===== src/rtl/mmio_uart.sv =====
// Memory-mapped 8N1 UART on the MEM-stage data bus: TXD/RXD/CON registers,
// background serial transmit/receive and a registered level interrupt.
module mmio_uart #(
  parameter int unsigned BAUD_DIV  = 434,
  parameter logic [31:0] BASE_ADDR = 32'h4000_0018
) (
  input  logic        clk,
  input  logic        reset,
  input  logic        read_enable,
  input  logic        write_enable,
  input  logic [31:0] address,
  input  logic [31:0] writedata,
  output logic [31:0] readdata,
  input  logic        uart_rx,
  output logic        uart_tx,
  output logic        irq
);

  localparam int unsigned CW = (BAUD_DIV > 1) ? $clog2(BAUD_DIV) : 1;
  localparam logic [CW-1:0] BAUD_LAST = CW'(BAUD_DIV - 1);
  localparam logic [CW-1:0] HALF_LAST = CW'(BAUD_DIV / 2 - 1);
  localparam logic [31:0] TXD_ADDR = BASE_ADDR;
  localparam logic [31:0] RXD_ADDR = BASE_ADDR + 32'd4;
  localparam logic [31:0] CON_ADDR = BASE_ADDR + 32'd8;

  typedef enum logic [1:0] {TX_IDLE, TX_START, TX_DATA, TX_STOP} tx_state_e;
  typedef enum logic [1:0] {RX_IDLE, RX_START, RX_DATA, RX_STOP} rx_state_e;

  tx_state_e         tx_state_q, tx_state_d;
  logic [CW-1:0]     tx_cnt_q, tx_cnt_d;
  logic [2:0]        tx_bit_q, tx_bit_d;
  logic [7:0]        txd_q, txd_d;
  logic              uart_tx_q, uart_tx_d;
  rx_state_e         rx_state_q, rx_state_d;
  logic [CW-1:0]     rx_cnt_q, rx_cnt_d;
  logic [2:0]        rx_bit_q, rx_bit_d;
  logic [7:0]        rx_shift_q, rx_shift_d;
  logic              rx_armed_q, rx_armed_d;
  logic              rx_sync1_q, rx_sync1_d;
  logic              rx_sync2_q, rx_sync2_d;
  logic [7:0]        rxd_q, rxd_d;
  logic [1:0]        con_en_q, con_en_d;
  logic              tx_done_q, tx_done_d;
  logic              rx_valid_q, rx_valid_d;
  logic              rx_overrun_q, rx_overrun_d;
  logic              frame_err_q, frame_err_d;
  logic              irq_q, irq_d;

  logic sel_txd, sel_rxd, sel_con;
  logic wr_txd, wr_con, rd_rxd, rd_con;
  logic tx_busy, tx_done_set, rx_done_ok, rx_done_err;
  logic [6:0] con_value;
  logic unused_wdata;

  assign sel_txd   = (address == TXD_ADDR);
  assign sel_rxd   = (address == RXD_ADDR);
  assign sel_con   = (address == CON_ADDR);
  assign wr_txd    = write_enable & sel_txd;
  assign wr_con    = write_enable & sel_con;
  assign rd_rxd    = read_enable & sel_rxd;
  assign rd_con    = read_enable & sel_con;
  assign tx_busy   = (tx_state_q != TX_IDLE);
  assign con_value = {frame_err_q, rx_overrun_q, tx_busy, rx_valid_q, tx_done_q, con_en_q};
  assign uart_tx   = uart_tx_q;
  assign irq       = irq_q;
  assign unused_wdata = ^writedata[31:8];

  // Load data mux; zero unless a mapped register is being read.
  always_comb begin
    readdata = 32'd0;
    if (read_enable) begin
      if (sel_txd) begin
        readdata = {24'd0, txd_q};
      end else if (sel_rxd) begin
        readdata = {24'd0, rxd_q};
      end else if (sel_con) begin
        readdata = {25'd0, con_value};
      end else begin
        readdata = 32'd0;
      end
    end else begin
      readdata = 32'd0;
    end
  end

  // Transmit FSM: each state lasts BAUD_DIV cycles, data goes out LSB first.
  always_comb begin
    tx_state_d  = tx_state_q;
    tx_cnt_d    = tx_cnt_q;
    tx_bit_d    = tx_bit_q;
    txd_d       = txd_q;
    uart_tx_d   = uart_tx_q;
    tx_done_set = 1'b0;
    case (tx_state_q)
      TX_IDLE: begin
        uart_tx_d = 1'b1;
        tx_cnt_d  = CW'(0);
        if (wr_txd) begin
          txd_d      = writedata[7:0];
          tx_state_d = TX_START;
          uart_tx_d  = 1'b0;
        end else begin
          txd_d = txd_q;
        end
      end
      TX_START: begin
        if (tx_cnt_q == BAUD_LAST) begin
          tx_state_d = TX_DATA;
          tx_cnt_d   = CW'(0);
          tx_bit_d   = 3'd0;
          uart_tx_d  = txd_q[0];
        end else begin
          tx_cnt_d = tx_cnt_q + CW'(1);
        end
      end
      TX_DATA: begin
        if (tx_cnt_q == BAUD_LAST) begin
          tx_cnt_d = CW'(0);
          if (tx_bit_q == 3'd7) begin
            tx_state_d = TX_STOP;
            uart_tx_d  = 1'b1;
          end else begin
            tx_bit_d  = tx_bit_q + 3'd1;
            uart_tx_d = txd_q[tx_bit_q + 3'd1];
          end
        end else begin
          tx_cnt_d = tx_cnt_q + CW'(1);
        end
      end
      TX_STOP: begin
        if (tx_cnt_q == BAUD_LAST) begin
          tx_state_d  = TX_IDLE;
          tx_cnt_d    = CW'(0);
          tx_done_set = 1'b1;
        end else begin
          tx_cnt_d = tx_cnt_q + CW'(1);
        end
      end
      default: begin
        tx_state_d = TX_IDLE;
        tx_cnt_d   = CW'(0);
        uart_tx_d  = 1'b1;
      end
    endcase
  end

  // Receive FSM on the synchronised line; IDLE re-arms only after a high sample.
  always_comb begin
    rx_sync1_d  = uart_rx;
    rx_sync2_d  = rx_sync1_q;
    rx_state_d  = rx_state_q;
    rx_cnt_d    = rx_cnt_q;
    rx_bit_d    = rx_bit_q;
    rx_shift_d  = rx_shift_q;
    rx_armed_d  = rx_armed_q;
    rx_done_ok  = 1'b0;
    rx_done_err = 1'b0;
    case (rx_state_q)
      RX_IDLE: begin
        rx_cnt_d = CW'(0);
        if (!rx_armed_q) begin
          rx_armed_d = rx_sync2_q;
        end else if (!rx_sync2_q) begin
          rx_state_d = RX_START;
          rx_armed_d = 1'b0;
        end else begin
          rx_armed_d = 1'b1;
        end
      end
      RX_START: begin
        if (rx_cnt_q == HALF_LAST) begin
          rx_cnt_d = CW'(0);
          rx_bit_d = 3'd0;
          if (!rx_sync2_q) begin
            rx_state_d = RX_DATA;
          end else begin
            rx_state_d = RX_IDLE;
          end
        end else begin
          rx_cnt_d = rx_cnt_q + CW'(1);
        end
      end
      RX_DATA: begin
        if (rx_cnt_q == BAUD_LAST) begin
          rx_cnt_d   = CW'(0);
          rx_shift_d = {rx_sync2_q, rx_shift_q[7:1]};
          if (rx_bit_q == 3'd7) begin
            rx_state_d = RX_STOP;
          end else begin
            rx_bit_d = rx_bit_q + 3'd1;
          end
        end else begin
          rx_cnt_d = rx_cnt_q + CW'(1);
        end
      end
      RX_STOP: begin
        if (rx_cnt_q == BAUD_LAST) begin
          rx_cnt_d   = CW'(0);
          rx_state_d = RX_IDLE;
          if (rx_sync2_q) begin
            rx_done_ok = 1'b1;
          end else begin
            rx_done_err = 1'b1;
          end
        end else begin
          rx_cnt_d = rx_cnt_q + CW'(1);
        end
      end
      default: begin
        rx_state_d = RX_IDLE;
        rx_cnt_d   = CW'(0);
        rx_armed_d = 1'b0;
      end
    endcase
  end

  // Status flags: a set on the same edge as a clear-on-read wins.
  always_comb begin
    con_en_d     = wr_con ? writedata[1:0] : con_en_q;
    rxd_d        = rx_done_ok ? rx_shift_q : rxd_q;
    tx_done_d    = tx_done_set ? 1'b1 : (rd_con ? 1'b0 : tx_done_q);
    rx_valid_d   = rx_done_ok ? 1'b1 : (rd_rxd ? 1'b0 : rx_valid_q);
    rx_overrun_d = (rx_done_ok & rx_valid_q) ? 1'b1 : (rd_con ? 1'b0 : rx_overrun_q);
    frame_err_d  = rx_done_err ? 1'b1 : (rd_con ? 1'b0 : frame_err_q);
    irq_d        = (con_en_q[0] & tx_done_q) | (con_en_q[1] & rx_valid_q);
  end

  // State register for the whole peripheral.
  always_ff @(posedge clk or posedge reset) begin
    if (reset) begin
      tx_state_q   <= TX_IDLE;
      tx_cnt_q     <= CW'(0);
      tx_bit_q     <= 3'd0;
      txd_q        <= 8'd0;
      uart_tx_q    <= 1'b1;
      rx_state_q   <= RX_IDLE;
      rx_cnt_q     <= CW'(0);
      rx_bit_q     <= 3'd0;
      rx_shift_q   <= 8'd0;
      rx_armed_q   <= 1'b0;
      rx_sync1_q   <= 1'b1;
      rx_sync2_q   <= 1'b1;
      rxd_q        <= 8'd0;
      con_en_q     <= 2'd0;
      tx_done_q    <= 1'b0;
      rx_valid_q   <= 1'b0;
      rx_overrun_q <= 1'b0;
      frame_err_q  <= 1'b0;
      irq_q        <= 1'b0;
    end else begin
      tx_state_q   <= tx_state_d;
      tx_cnt_q     <= tx_cnt_d;
      tx_bit_q     <= tx_bit_d;
      txd_q        <= txd_d;
      uart_tx_q    <= uart_tx_d;
      rx_state_q   <= rx_state_d;
      rx_cnt_q     <= rx_cnt_d;
      rx_bit_q     <= rx_bit_d;
      rx_shift_q   <= rx_shift_d;
      rx_armed_q   <= rx_armed_d;
      rx_sync1_q   <= rx_sync1_d;
      rx_sync2_q   <= rx_sync2_d;
      rxd_q        <= rxd_d;
      con_en_q     <= con_en_d;
      tx_done_q    <= tx_done_d;
      rx_valid_q   <= rx_valid_d;
      rx_overrun_q <= rx_overrun_d;
      frame_err_q  <= frame_err_d;
      irq_q        <= irq_d;
    end
  end

endmodule


===== config.mk =====
export PLATFORM = sky130hd
export DESIGN_NAME = mmio_uart
export DESIGN_NICKNAME = d
export VERILOG_FILES = /design/src/rtl/mmio_uart.sv
export SDC_FILE = /design/constraint.sdc
export NUM_CORES = 1
export LEC_CHECK = 0
export ABC_AREA = 1
export CORE_ASPECT_RATIO = 0.75
export CORE_MARGIN = 2
export CORE_UTILIZATION = 45
export CTS_BUF_LIST = sky130_fd_sc_hd__clkbuf_16
export DETAILED_ROUTE_END_ITERATION = 16
export GPL_TIMING_DRIVEN = 0
export PLACE_DENSITY = 0.84
export REMOVE_ABC_BUFFERS = 1
export SLEW_MARGIN = 40
export SYNTH_ARGS = -nofsm -noshare
export SYNTH_HDL_FRONTEND = slang
export SYNTH_SLANG_ARGS = --single-unit

===== constraint.sdc =====
create_clock -name clk -period 3.35 [get_ports clk]
set_clock_uncertainty 0.05 [all_clocks]
set_input_delay 0.67 -clock clk [delete_from_list [all_inputs] [get_ports clk]]
set_output_delay 0.67 -clock clk [all_outputs]
set_load 0.02 [all_outputs]

Yosys cells after proc, flatten, opt, wreduce, memory -nomap -nowiden
Cells that the tools add are included.
- $lt $le $gt $ge: 1
- $add $sub $neg: 4
- mux-type cells: 53
- bitwise operators: 8
- reductions and logical operators: 19
- eq/ne operators: 27
- operators by type and width (kind ; count):
    $eq A32 B31 Y1 const B ; 3
    $mux W32 ; 1
    $mux W9 ; 3
    $pmux W9 S3 ; 1
    $ne A2 B2 Y1 const B ; 13
    $mux W2 ; 12
    $mux W1 ; 20
    $add A9 B1 Y9 const B ; 2
    $eq A9 B9 Y1 const B ; 2
    $mux W3 ; 6
    $pmux W9 S2 ; 1
    $mux W8 ; 2
    $pmux W2 S4 ; 2
    $reduce_bool A2 Y1 ; 7
    $pmux W3 S2 ; 2
    $eq A9 B8 Y1 const B ; 1
    $eq A2 B2 Y1 const B ; 4
    $reduce_and A4 Y1 ; 2
    $and A1 B1 Y1 ; 7
    $mux W7 ; 1
    $add A3 B1 Y3 const B ; 2
    $eq A3 B3 Y1 const B ; 2
    $reduce_and A6 Y1 ; 1
    $reduce_and A5 Y1 ; 1
    11 further kinds ; 14
- input bits: 69
- logic and storage cells: 131
- output and inout bits: 34
- flip-flop bits (word level): 63

Logic depth before layout (Yosys ltp)
- depth after elaboration: 6
- gate-level depth with buffers: 11
- depth with buffers taken out: 11

Least setup slack after synthesis
OpenSTA, ideal clock, no wires.
- path kind: in2out
- from: input address[29]
- to: output readdata[0]
- buffers on the path: 1
- path slack: 830 ps
- cell stages on the path: 8
- arrival time: 1800 ps
- path through: nor2_1 > nand2_1 > nor2_2 > nand2_2 > nor2_8 > buf_6 > o211ai_1 > a21oi_1
- word-level cells in the longest chain between the ends: 5
- elaborated cells between the ends (all ways): 7
- those cells by class: 3 x eq/ne; 4 x mux
- RTL lines (item ; line ; text):
    from (decl) ; 11 ; input logic [31:0] address,
    $eq A32 B31 Y1 ; 57 ; assign sel_con = (address == CON_ADDR);
    $mux W7 ; 76 ; end else if (sel_con) begin
    $mux W8 ; 74 ; end else if (sel_rxd) begin
    $mux W8 (*) ; 72 ; if (sel_txd) begin
    $mux W32 (*) ; 71 ; if (read_enable) begin
    to (decl) ; 13 ; output logic [31:0] readdata,
Mark *: on every way between the ends. The rest lies on a longest branch, timed or not.

Worst setup path after layout
- from: input address[27]
- to: output readdata[6]
Same word-level chain as after synthesis.

==> results.txt <==
The run finished with clean final reports. The latest clock arrival within the worst-skew pair is 0.33 ns. The synthesized netlist devotes 1.41% of its cell area to XOR and XNOR gates. Headroom to the max-slew limit: 61.8%. Setup repair after global routing left no endpoint under its margin. The fraction of power spent switching nets is 27.1%. For the core box area, the log shows 7950 sq um.

Summing the areas of all and, or, nand and nor instances in the mapped netlist gives 28.8% of the synthesized area. The switching component of the power is 0.626 mW. The endpoint identified for the worst register-to-register timing path is rx_shift_q[6]. The TritonCTS buffer count came out at 9. Routability-driven placement congestion ratio: 0.865. The run gives 3 as the number of H-tree levels. The logs give 46.8% for the effective utilization at floorplan and 6.12 mm for the half-perimeter wire length after placement. For the number of nets still failing antenna checks after routing, the log shows 0.

The detailed router finished its first iteration with 203 violations. 0 antenna diodes ended up in the layout. The synthesized netlist devotes 9.84% of its cell area to compound gates. Number of cells on the worst reg-to-reg path: 8. Proportion of layout cells with a drive suffix above 1: 10.8%. For this run, the top clock speed supported by timing is 311 MHz. For the pin with the worst max-slew slack, the measured transition is 0.568 ns.

Of the total power, registers draw 36.8%. In the final routed layout, each cell accounts on average for 12.5 um. The tools report the via count of the first global-routing pass as 3126.

The clock passes through at most 2 buffers. The sequential cell area fraction in the yosys report is 42.4%. For the total via count in the routed design, the log shows 3186. The critical path is of the in2out type.

The number of buffers inserted by port buffering was 54; the share of the clock period used by the worst path after layout was 96.1%. The share of synthesized cell area in full adder, half adder and majority cells was 5.04%. In the final design database the tool counted 626 nets. The power density over the cells is 494 nW/um^2.

STA classifies the critical path startpoint as an input port. For this run, the number of Yosys warnings is 0. The number of detailed-route iterations in the first pass was 5. In the routed design, unresolved DRC markers number 0. Clock tree synthesis found a total of 63 sinks. 103 I/O pins were placed. From synthesis to final layout, the design area changed by 25.4%. Data required time at the worst endpoint: 2.63 ns.

The dominant combinational cell family by area after synthesis was simple AND/OR/NAND/NOR gates. The die is 109 um wide. The tool flagged a number of max-cap violations equal to 0. The average via count per standard cell was 4.89; the final number of max-transition violations was 0.

The largest net degree at the start of global routing was 33. The die covers 9030 sq um. STA classifies the critical path endpoint as an output pin. Each instance of the synthesized netlist takes up on average 7.78 sq um. The logic gate share of total power is 15.6%, and the time the worst path needs with I/O delays and setup is 3.22 ns.

The area of the mapped netlist is 3720 sq um, and the overall track demand over capacity in global routing is 19.9%. The instance count of the mapped netlist was 479. The logs give 2.50 ns for the data arrival at the endpoint of the critical path and 28 for the number of core rows. Setup violations remaining at the end of the flow were counted as 0. The overall overflow remaining after global route was 0.

The die is 82.8 um tall. Yosys mapped the design onto 36 distinct sky130hd cell types. After synthesis, the share of cell area in mux cells is 0%. The maximum fanout encountered on the critical timing path was 9. Clock-pin slew was measured on the worst setup and hold paths at 0.06 ns. Endpoint of the worst setup timing path: readdata[6]. Utilization after layout: 58.7%.

The run gives 0 ns as the total negative slack. For this block, the routed nets add up to 8.12 mm of wire. The first global-routing pass estimated 14.0 mm of wire. The worst register-to-register path begins at rx_cnt_q[1]. The internal portion of the total power is 1.68 mW.

The final hold violation count was 0; the register bit count reported by yosys was 63. The critical path starts at address[27]. Number of antenna violations at the first check in global routing: 0.

The tightest min-delay check is of the reg2reg type. The run gives 1.63 ns as the setup slack of the most critical reg-to-reg path. TritonCTS built the clock tree.

Worst ir drop on vdd: 0.000396 V. The clock network accounts for 47.6% of the total power. The tree is rooted in a sky130_fd_sc_hd__clkbuf_16.

The tools report the cell leakage power as 2.18 nW.
repair_timing:
action                                  in CTS  in global routing
endpoints found under the hold margin        0                  0
pin swaps                                    2                  2
hold buffers                                 0                  0
setup buffers                                3                  0
endpoints found under the setup margin       8                  5
gates cloned                                 0                  1
gates resized for setup                      8                  3
per-stage QoR:
stage               hold WS (ns)  instance area [sq um]  setup WS, ns  power [mW]  instances
global placement           0.297                   4260        -0.167        1.20        631
floorplan                  0.295                   3580         0.848        1.11        472
global route               0.308                   4670      0.000663        2.43        652
CTS                        0.307                   4650         0.130        2.33        651
finish                     0.305                   4670         0.131        2.31        652
detailed placement         0.299                   4280        -0.152        1.22        632
sequential cells by signal (all words and copies together), names as in the netlist, named ones only:
name          cells
tx_bit_q          3
rxd_q             8
uart_tx           1
irq               1
rx_state_q        1
rx_armed_q        1
rx_overrun_q      1
rx_bit_q          3
tx_cnt_q          9
con_en_q          2
txd_q             8
tx_done_q         1
rx_sync2_q        1
rx_shift_q        8
frame_err_q       1
rx_valid_q        1
rx_sync1_q        1
tx_state_q        2
rx_cnt_q          9
synthesized netlist by cell type:
cell type	instances	area, sq um
sky130_fd_sc_hd__a21oi_1	17	85.1
sky130_fd_sc_hd__a22o_1	1	8.76
sky130_fd_sc_hd__and2_1	1	6.26
sky130_fd_sc_hd__and3_1	2	12.5
sky130_fd_sc_hd__buf_1	1	3.75
sky130_fd_sc_hd__buf_2	1	5.00
sky130_fd_sc_hd__buf_4	24	180
sky130_fd_sc_hd__buf_6	3	33.8
sky130_fd_sc_hd__clkbuf_1	1	3.75
sky130_fd_sc_hd__conb_1	1	3.75
sky130_fd_sc_hd__dfrtp_1	60	1500
sky130_fd_sc_hd__dfstp_2	3	78.8
sky130_fd_sc_hd__ha_1	15	188
sky130_fd_sc_hd__inv_1	54	203
sky130_fd_sc_hd__inv_2	9	33.8
sky130_fd_sc_hd__nand2_1	125	469
sky130_fd_sc_hd__nand2_2	5	31.3
sky130_fd_sc_hd__nand3_1	19	95.1
sky130_fd_sc_hd__nand3b_1	8	60.1
sky130_fd_sc_hd__nand4_1	6	37.5
sky130_fd_sc_hd__nand4_4	1	21.3
sky130_fd_sc_hd__nor2_1	51	191
sky130_fd_sc_hd__nor2_2	6	37.5
sky130_fd_sc_hd__nor2_4	1	11.3
sky130_fd_sc_hd__nor2_8	1	20.0
sky130_fd_sc_hd__nor3_1	6	30.0
sky130_fd_sc_hd__nor3_4	1	16.3
sky130_fd_sc_hd__nor4_1	1	6.26
sky130_fd_sc_hd__o211ai_1	7	52.6
sky130_fd_sc_hd__o21ai_0	3	15.0
sky130_fd_sc_hd__o21ai_1	27	135
sky130_fd_sc_hd__o21ai_2	8	70.1
sky130_fd_sc_hd__or2_1	3	18.8
sky130_fd_sc_hd__or2_2	1	6.26
sky130_fd_sc_hd__xnor2_1	3	26.3
sky130_fd_sc_hd__xor2_1	3	26.3
area by class of cell:
cell class / count / area (sq um)
Clock buffer: 9 / 225
Fill cell: 670 / 3280
Multi-Input combinational cell: 347 / 1780
Inverter: 63 / 239
Tap cell: 105 / 131
Clock inverter: 7 / 125
Sequential cell: 63 / 1580
Timing Repair Buffer: 58 / 588
layer usage:
metal / GRT usage [%] / routed length [um]
met1: 24.3 / 3650
met2: 34.2 / 4010
met3: 5.00 / 358
met4: 7.69 / 110
met5: 0 / 0
power by group through the flow:
stage	registers [mW]	logic, mW	clock network, mW
2_1_floorplan	0.854	0.251	0
3_3_place_gp	0.860	0.344	0
3_5_place_dp	0.862	0.360	0
4_1_cts	0.849	0.363	1.12
5_1_grt	0.857	0.421	1.15
6_report	0.848	0.361	1.10
worst max-delay path: stages:
cell	delay, ns
sky130_fd_sc_hd__clkdlybuf4s50_1	0.39
sky130_fd_sc_hd__nor2_1	0.16
sky130_fd_sc_hd__nand2_1	0.08
sky130_fd_sc_hd__nor2_2	0.12
sky130_fd_sc_hd__nand2_2	0.17
sky130_fd_sc_hd__nor3_4	0.19
sky130_fd_sc_hd__buf_12	0.15
sky130_fd_sc_hd__nand2_1	0.05
sky130_fd_sc_hd__a21oi_1	0.16
sky130_fd_sc_hd__dlygate4sd2_1	0.36
worst min path at each step:
stage / from / to / slack [ns] / depth (start not counted)
5_1_grt: rx_sync1_q / rx_sync2_q / 0.31 / 0
6_report: rx_sync1_q / rx_sync2_q / 0.31 / 0
4_1_cts: rx_sync1_q / rx_sync2_q / 0.31 / 0
3_5_place_dp: rx_sync1_q / rx_sync2_q / 0.30 / 0
3_3_place_gp: rx_sync1_q / rx_sync2_q / 0.30 / 0
2_1_floorplan: rx_sync1_q / rx_sync2_q / 0.30 / 0
layout by cell type (no fill, tap or decap), types with 7 or more instances in the layout:
cell type                         Yosys  routed
sky130_fd_sc_hd__nand2_1            125     125
sky130_fd_sc_hd__inv_2                9       9
sky130_fd_sc_hd__dfrtp_1             60      60
sky130_fd_sc_hd__nor2_1              51      50
sky130_fd_sc_hd__o21ai_2              8       8
sky130_fd_sc_hd__nand3b_1             8       8
sky130_fd_sc_hd__clkdlybuf4s50_1      0      46
sky130_fd_sc_hd__o21ai_1             27      27
sky130_fd_sc_hd__o211ai_1             7       7
sky130_fd_sc_hd__nor2_2               6       7
sky130_fd_sc_hd__conb_1               1      24
sky130_fd_sc_hd__nand3_1             19      19
sky130_fd_sc_hd__a21oi_1             17      17
sky130_fd_sc_hd__ha_1                15      15
sky130_fd_sc_hd__inv_1               54      53
sky130_fd_sc_hd__clkbuf_16            0       9
cell families (layout without fill, tap and decap cells):
kind of cell	Yosys count	count (layout)
AO/OA/AOI/OAI	63	63
XOR/XNOR	6	6
other	1	24
buffers and inverters	93	137
flip-flops	63	63
AND/OR/NAND/NOR	238	239
adder cells (fa/ha/maj)	15	15
Note: power is estimated with default switching activity, not from simulation.
